**config.mk**
```make
export PLATFORM = sky130hd
export DESIGN_NAME = hazard_sched_flat
export DESIGN_NICKNAME = d
export VERILOG_FILES = /design/src/rtl/hazard_sched_pkg.sv /design/src/rtl/hazard_sched_if.sv /design/src/rtl/hazard_decode.sv /design/src/rtl/hazard_sched.sv /design/src/flat_wrapper.sv
export SDC_FILE = /design/constraint.sdc
export NUM_CORES = 1
export LEC_CHECK = 0
export CORE_UTILIZATION = 35
export CTS_CLUSTER_DIAMETER = 100
export CTS_CLUSTER_SIZE = 30
export DETAILED_ROUTE_END_ITERATION = 10
export PLACE_DENSITY = 0.59
export SETUP_SLACK_MARGIN = 0.1
export SYNTH_ARGS = -nofsm -noshare
export SYNTH_HDL_FRONTEND = slang
export SYNTH_SLANG_ARGS = --single-unit
```
**constraint.sdc**
```tcl
create_clock -name clk -period 3.5 [get_ports clk]
set_clock_uncertainty 0.2 [all_clocks]
set_input_delay 0.7 -clock clk [delete_from_list [all_inputs] [get_ports clk]]
set_output_delay 0.7 -clock clk [all_outputs]
set_load 0.03 [all_outputs]
```
**src/rtl/hazard_sched_pkg.sv**
```systemverilog
// hazard_sched_pkg: opcodes, forwarding codes, FSM states and shadow entry type
package hazard_sched_pkg;
   localparam logic [6:0] OP_LUI    = 7'b0110111;
   localparam logic [6:0] OP_AUIPC  = 7'b0010111;
   localparam logic [6:0] OP_JAL    = 7'b1101111;
   localparam logic [6:0] OP_JALR   = 7'b1100111;
   localparam logic [6:0] OP_BRANCH = 7'b1100011;
   localparam logic [6:0] OP_LOAD   = 7'b0000011;
   localparam logic [6:0] OP_STORE  = 7'b0100011;
   localparam logic [6:0] OP_IMM    = 7'b0010011;
   localparam logic [6:0] OP_REG    = 7'b0110011;

   localparam logic [1:0] FWD_RF  = 2'b00;
   localparam logic [1:0] FWD_MEM = 2'b10;
   localparam logic [1:0] FWD_WB  = 2'b01;

   typedef enum logic [1:0] {RUN, MEM_WAIT, ERR} state_t;

   // unused source fields are zeroed so they can never match a nonzero rd
   typedef struct packed {
      logic       valid;
      logic [4:0] rd;
      logic [4:0] rs1;
      logic [4:0] rs2;
      logic       regwrite;
      logic       memread;
   } entry_t;

   function automatic logic hit(input entry_t e, input logic [4:0] rs);
      return e.valid && e.regwrite && e.rd != 5'd0 && e.rd == rs;
   endfunction
endpackage

```
**src/rtl/hazard_sched_if.sv**
```systemverilog
// hazard_sched_if: pipeline-side control bundle of the hazard scheduler
interface hazard_sched_if #(parameter int CNT_W = 16);
   logic [31:0]      id_instruc;
   logic             id_valid;
   logic             ex_branch_taken;
   logic             dmem_req;
   logic             dmem_ready;
   logic             pc_write;
   logic             ifid_write;
   logic             ifid_flush;
   logic             idex_bubble;
   logic             freeze;
   logic [1:0]       fwd_a;
   logic [1:0]       fwd_b;
   logic             mem_err;
   logic [CNT_W-1:0] stall_count;

   modport master (
      output id_instruc, id_valid, ex_branch_taken, dmem_req, dmem_ready,
      input  pc_write, ifid_write, ifid_flush, idex_bubble, freeze, fwd_a, fwd_b, mem_err, stall_count
   );

   modport slave (
      input  id_instruc, id_valid, ex_branch_taken, dmem_req, dmem_ready,
      output pc_write, ifid_write, ifid_flush, idex_bubble, freeze, fwd_a, fwd_b, mem_err, stall_count
   );
endinterface

```
**src/rtl/hazard_decode.sv**
```systemverilog
// hazard_decode: splits the ID instruction into a shadow entry with use flags applied
module hazard_decode
   import hazard_sched_pkg::*;
(
   input  logic [31:0] instruc,
   input  logic        valid,
   output entry_t      ent
);
   logic [6:0] opcode;
   logic       use1;
   logic       use2;
   logic       unused_bits;

   assign opcode      = instruc[6:0];
   assign use1        = !(opcode inside {OP_LUI, OP_AUIPC, OP_JAL});
   assign use2        = opcode inside {OP_REG, OP_STORE, OP_BRANCH};
   assign unused_bits = ^{instruc[31:25], instruc[14:12]};

   // build the entry; an invalid slot is all zeros
   always_comb begin
      ent = '0;
      if (valid) begin
         ent.valid    = 1'b1;
         ent.rd       = instruc[11:7];
         ent.rs1      = use1 ? instruc[19:15] : 5'd0;
         ent.rs2      = use2 ? instruc[24:20] : 5'd0;
         ent.regwrite = !(opcode inside {OP_STORE, OP_BRANCH});
         ent.memread  = opcode == OP_LOAD;
      end
   end
endmodule

```
**src/rtl/hazard_sched.sv**
```systemverilog
// hazard_sched: stall/flush/freeze sequencing and EX forwarding for the 5-stage pipe
module hazard_sched
   import hazard_sched_pkg::*;
#(
   parameter int MAX_WAIT = 16,
   parameter int CNT_W    = 16
) (
   input logic           clk,
   input logic           reset,
   hazard_sched_if.slave bus
);
   localparam int WW = $clog2(MAX_WAIT + 1);
   localparam logic [WW-1:0] LAST = WW'(MAX_WAIT - 1);

   state_t           state, state_nxt;
   logic [WW-1:0]    wcnt, wcnt_nxt;
   logic             err, err_nxt;
   logic             frz, flush, stall, load_use;
   entry_t           id_ent, ex, mem, wb;
   logic [CNT_W-1:0] scnt;

   hazard_decode u_dec (.instruc(bus.id_instruc), .valid(bus.id_valid), .ent(id_ent));

   // hazard detection with freeze > flush > load-use priority
   always_comb begin
      load_use = ex.valid && ex.memread && ex.rd != 5'd0 &&
                 (id_ent.rs1 == ex.rd || id_ent.rs2 == ex.rd);
      frz      = state != RUN || (bus.dmem_req && !bus.dmem_ready);
      flush    = !frz && bus.ex_branch_taken;
      stall    = !frz && !bus.ex_branch_taken && load_use;
   end

   assign bus.freeze      = frz;
   assign bus.pc_write    = !frz && !stall;
   assign bus.ifid_write  = !frz && !stall;
   assign bus.ifid_flush  = flush;
   assign bus.idex_bubble = flush || stall;
   assign bus.fwd_a       = hit(mem, ex.rs1) ? FWD_MEM : hit(wb, ex.rs1) ? FWD_WB : FWD_RF;
   assign bus.fwd_b       = hit(mem, ex.rs2) ? FWD_MEM : hit(wb, ex.rs2) ? FWD_WB : FWD_RF;
   assign bus.mem_err     = err;
   assign bus.stall_count = scnt;

   // dmem wait sequencer: counts wait cycles and traps into ERR on timeout
   always_comb begin
      state_nxt = state;
      wcnt_nxt  = wcnt;
      err_nxt   = err;
      if (state == RUN && bus.dmem_req && !bus.dmem_ready) begin
         state_nxt = MEM_WAIT;
         wcnt_nxt  = WW'(1);
      end else if (state == MEM_WAIT) begin
         if (bus.dmem_ready) state_nxt = RUN;
         else if (wcnt >= LAST) begin
            state_nxt = ERR;
            err_nxt   = 1'b1;
            wcnt_nxt  = WW'(MAX_WAIT);
         end else wcnt_nxt = wcnt + WW'(1);
      end
   end

   // FSM, wait counter, sticky error and saturating stall counter
   always_ff @(posedge clk) begin
      if (!reset) begin
         state <= RUN;
         wcnt  <= '0;
         err   <= 1'b0;
         scnt  <= '0;
      end else begin
         state <= state_nxt;
         wcnt  <= wcnt_nxt;
         err   <= err_nxt;
         scnt  <= (stall && scnt != '1) ? scnt + CNT_W'(1) : scnt;
      end
   end

   // shadow EX/MEM/WB advance unless frozen; flush and stall inject a bubble
   always_ff @(posedge clk) begin
      if (!reset) begin
         ex  <= '0;
         mem <= '0;
         wb  <= '0;
      end else if (!frz) begin
         ex  <= (flush || stall) ? '0 : id_ent;
         mem <= ex;
         wb  <= mem;
      end
   end
endmodule

```
**src/flat_wrapper.sv**
```systemverilog
// flat-port wrapper written by rule: the top's interface ports become plain ports
module hazard_sched_flat import hazard_sched_pkg::*;
#(
   parameter int MAX_WAIT = 16,
   parameter int CNT_W    = 16
)
  (clk, reset, bus_id_instruc, bus_id_valid, bus_ex_branch_taken, bus_dmem_req, bus_dmem_ready, bus_pc_write, bus_ifid_write, bus_ifid_flush, bus_idex_bubble, bus_freeze, bus_fwd_a, bus_fwd_b, bus_mem_err, bus_stall_count);
  hazard_sched_if #(.CNT_W(CNT_W)) bus_i ();
  input logic clk;
  input logic reset;
  input wire logic [$bits(bus_i.id_instruc)-1:0] bus_id_instruc;
  input wire logic [$bits(bus_i.id_valid)-1:0] bus_id_valid;
  input wire logic [$bits(bus_i.ex_branch_taken)-1:0] bus_ex_branch_taken;
  input wire logic [$bits(bus_i.dmem_req)-1:0] bus_dmem_req;
  input wire logic [$bits(bus_i.dmem_ready)-1:0] bus_dmem_ready;
  output wire logic [$bits(bus_i.pc_write)-1:0] bus_pc_write;
  output wire logic [$bits(bus_i.ifid_write)-1:0] bus_ifid_write;
  output wire logic [$bits(bus_i.ifid_flush)-1:0] bus_ifid_flush;
  output wire logic [$bits(bus_i.idex_bubble)-1:0] bus_idex_bubble;
  output wire logic [$bits(bus_i.freeze)-1:0] bus_freeze;
  output wire logic [$bits(bus_i.fwd_a)-1:0] bus_fwd_a;
  output wire logic [$bits(bus_i.fwd_b)-1:0] bus_fwd_b;
  output wire logic [$bits(bus_i.mem_err)-1:0] bus_mem_err;
  output wire logic [$bits(bus_i.stall_count)-1:0] bus_stall_count;
  assign bus_i.id_instruc = bus_id_instruc;
  assign bus_i.id_valid = bus_id_valid;
  assign bus_i.ex_branch_taken = bus_ex_branch_taken;
  assign bus_i.dmem_req = bus_dmem_req;
  assign bus_i.dmem_ready = bus_dmem_ready;
  assign bus_pc_write = bus_i.pc_write;
  assign bus_ifid_write = bus_i.ifid_write;
  assign bus_ifid_flush = bus_i.ifid_flush;
  assign bus_idex_bubble = bus_i.idex_bubble;
  assign bus_freeze = bus_i.freeze;
  assign bus_fwd_a = bus_i.fwd_a;
  assign bus_fwd_b = bus_i.fwd_b;
  assign bus_mem_err = bus_i.mem_err;
  assign bus_stall_count = bus_i.stall_count;
  hazard_sched #(.MAX_WAIT(MAX_WAIT), .CNT_W(CNT_W)) u_core (.clk(clk), .reset(reset), .bus(bus_i));
endmodule
```
==> flow_summary_export.csv <==
group,metric,value,unit
clock_network,tritoncts,"built",
synthesis,synthesis.area,2960,um^2
sta,final_max_tran_viols,0,
clock_network,clk_path_buf_depth,2,
sta,slew_headroom,0.558,
power,cell_area_power_density,325,nW/um^2
synthesis,synth-adder-area-share,0.0127,
detailed_routing,route.detailed.drc,0,
global_route,antenna_found_initial,0,
sta,final.min_clock_period,3.35,ns
setup_path,worst-endpoint-arrival,2.45,ns
synthesis,synth_edf_count,0,
synthesis,synth_compound_area_frac,0.195,
synthesis,synth_top_area_cell,"dfxtp_1",
finish,final_cell_mix,"dfxtp_1 (56), nand2_1 (50), buf_4 (34)",
global_route,wire_length_of_the_first_global_routing_pass,13.0,mm
power,post-layout-total-power,1310,uW
synthesis,netlist-cell-type-count,55,
sta,slew_at_the_pin_closest_to_its_max_slew_limit,0.657,ns
die,die-area,8830,um^2
synthesis,sequential_element_share_of_the_synthesized_area,0.379,
synthesis,synth.net_count,384,
detailed_routing,drt-total-wl,7.92,mm
setup_path,crit_required,2.60,ns
synthesis,syn-instance-count,343,
sta,hold_viol_final,0,
power,ir_drop,0.169,mV
worst_hold_path,timing.hold.worst.class,"reg2reg",
clock_network,cts_made_buffers,5,
clock_network,cts_max_level,2,
synthesis,synth.ff_latch_count,56,
global_route,maximum_number_of_pins_on_one_net_before_global_route_repair,29,
finish,finalCoreUtilization,0.492,
setup_path,timing_worst_setup_path_type,"in2out",
die,die_x,94.0,um
die,num_io_pins,64,
synthesis,ys_dominant_reg_cell,"dfxtp_1",
synthesis,synth.yosys.warnings,0,
clock_network,cts.root.buffer_cell,"clkbuf_8",
synthesis,main_combinational_cell_family_by_area_after_synthesis,"simple AND/OR/NAND/NOR gates",
clock_network,post_cts_hold_buffer_count,0,
finish,final_common_cell,"dfxtp_1",
placement,dpl.hpwl,5.82,mm
sta,finalWorstSetupSlack,0.149,ns
sta,fmax,0.298,GHz
global_route,groute.usage.overall,0.188,
die,design.core.area,8220,um^2
detailed_routing,drt.antenna.violating_nets,0,
global_route,globalRouteOverflowTotal,0,
detailed_routing,routed_wire_length_per_instance,14.9,um
synthesis,yosys-mux-area-fraction,0.0237,
run_status,outcome,"completed",
clock_network,worstSkewPairLatency,0.31,ns
die,dieHeight,94.0,um
synthesis,synth_simple_gate_area_share,0.279,
detailed_routing,detail_route.vias_per_cell,5.35,
setup_path,start_kind,"primary input",
detailed_routing,num_vias,2834,
power,power_leakage,0.00162,uW
placement,port-buffer-count,53,
synthesis,synth_top_area_share,0.379,
clock_network,clock_sinks,56,
sta,post-route-period-util,0.957,
clock_network,cts.clk_slew.worst_paths,0.09,ns
setup_path,critical_path.endpoint_type,"output port",
finish,num_antenna_cells,0,
synthesis,post_synth_xor_area_fraction,0.0769,
die,start_util,0.360,
placement,dpl_worst_slack,-0.790,ns
finish,synthToLayoutAreaGrowth,36.5,%
detailed_routing,drt_first_iter_violations,101,
sta,finalSetupViolCount,0,
synthesis,synthArstFlopShare,0,
synthesis,synth_area_leaders,"dfxtp_1 (38%), nand2_1 (6.3%), xor2_1 (4.4%)",
flow_run,maxCapViolCount,0,
global_route,first_global_vias,2708,
sta,grt_setup_unrepaired,"false",
synthesis,average_size_of_a_mapped_cell,8.63,um^2
setup_path,timing.critical_path.fanout_max,3,
finish,fin_nets,465,
die,fp-row-count,33,
placement,place_congestion,0.828,
detailed_routing,drt_pre_antenna_iters,4,
finish,post_route_cells_drive_above_1_share,0.207,
[timing repair]
item	in CTS	in global routing
endpoints found under the setup margin	6	4
setup buffers	0	2
pin swaps	11	7
gates resized for setup	63	26
[stage by stage]
stage / TNS, ns / area, um^2 / hold WS [ns] / instances
3_3_place_gp: -2.43 / 3820 / 0.249 / 520
4_1_cts: 0 / 3980 / 0.271 / 528
2_1_floorplan: 0 / 2960 / 0.232 / 343
6_report: 0 / 4040 / 0.269 / 530
5_1_grt: 0 / 4040 / 0.286 / 530
3_5_place_dp: -3.26 / 3820 / 0.256 / 520
[where the power goes]
part | total, uW | switching [uW] | internal, uW | leakage, uW
logic | 189 | 97.9 | 91.3 | 0.00110
registers | 658 | 11.1 | 647 | 0.000453
clock network | 467 | 214 | 253 | 0.0000645
total | 1310 | 323 | 991 | 0.00162
[metal layers]
| layer | GRT usage | wire, um | vias up |
|---|---|---|---|
| met1 | 0.236 | 3630 | 1366 |
| met4 | 0.0449 | 60 | 0 |
| met2 | 0.332 | 3930 | 50 |
| met5 | 0 | 0 | - |
| li1 | - | - | 1412 |
| met3 | 0.0332 | 294 | 6 |
[Yosys cell counts, drive strengths merged, types with 4 or more instances]
library cell  count
nand3            11
a22o              8
a21oi            27
mux2i             7
dfxtp            56
nand2            50
clkbuf            9
nor3              7
a21bo             6
nand4             7
xnor2            11
o211ai            4
xor2             15
nand2b            9
inv               7
a32o             10
nor2b             6
nor4              9
nor2             21
o21ai             4
or4               5
and2              4
buf               6
nand3b            6
[cell families (layout without fill, tap and decap cells)]
family / after synthesis / count (layout)
flops: 56 / 56
simple gates: 152 / 152
mux: 7 / 7
buf+inv: 22 / 104
xor+xnor: 26 / 26
compound gates: 77 / 77
fa+ha+maj: 3 / 3
[cell type report]
class                      instances  area [um^2]
clock inverter                     1         30.0
timing repair buffer              89          785
tap                              105          131
fill                             818         4180
inverter                           7         26.3
sequential                        56         1120
clock buffer                       7         96.3
multi-input combinational        265         1850
[registers in the layout, summed over array words and instances (netlist names)]
signal                  count
u_core.mem                  7
u_core.bus.mem_err          1
u_core.wb                   7
u_core.state                2
u_core.ex                  18
u_core.bus.stall_count     16
u_core.wcnt                 5
[critical path, cell delays in order]
cell      delay (ns)
buf_2           0.12
nor2b_2         0.15
o41ai_2         0.36
mux2i_1         0.16
or3b_4          0.43
a21bo_4         0.22
buf_6           0.12
nand2b_4        0.05
buf_6           0.12
[final timing paths]
| kind | startpoint | endpoint | slack, ns | depth (start not counted) |
|---|---|---|---|---|
| min reg2reg | u_core.wb[1]$_SDFFE_PN0N_ | u_core.wb[1]$_SDFFE_PN0N_ | 0.27 | 2 |
| max | bus_id_instruc[19] | bus_idex_bubble | 0.15 | 9 |
| min | u_core.wb[1]$_SDFFE_PN0N_ | u_core.wb[1]$_SDFFE_PN0N_ | 0.27 | 2 |
| max reg2reg | u_core.ex[16]$_SDFFE_PN0N_ | u_core.ex[5]$_SDFFE_PN0N_ | 0.75 | 9 |
(Power assumes the default switching activity.)
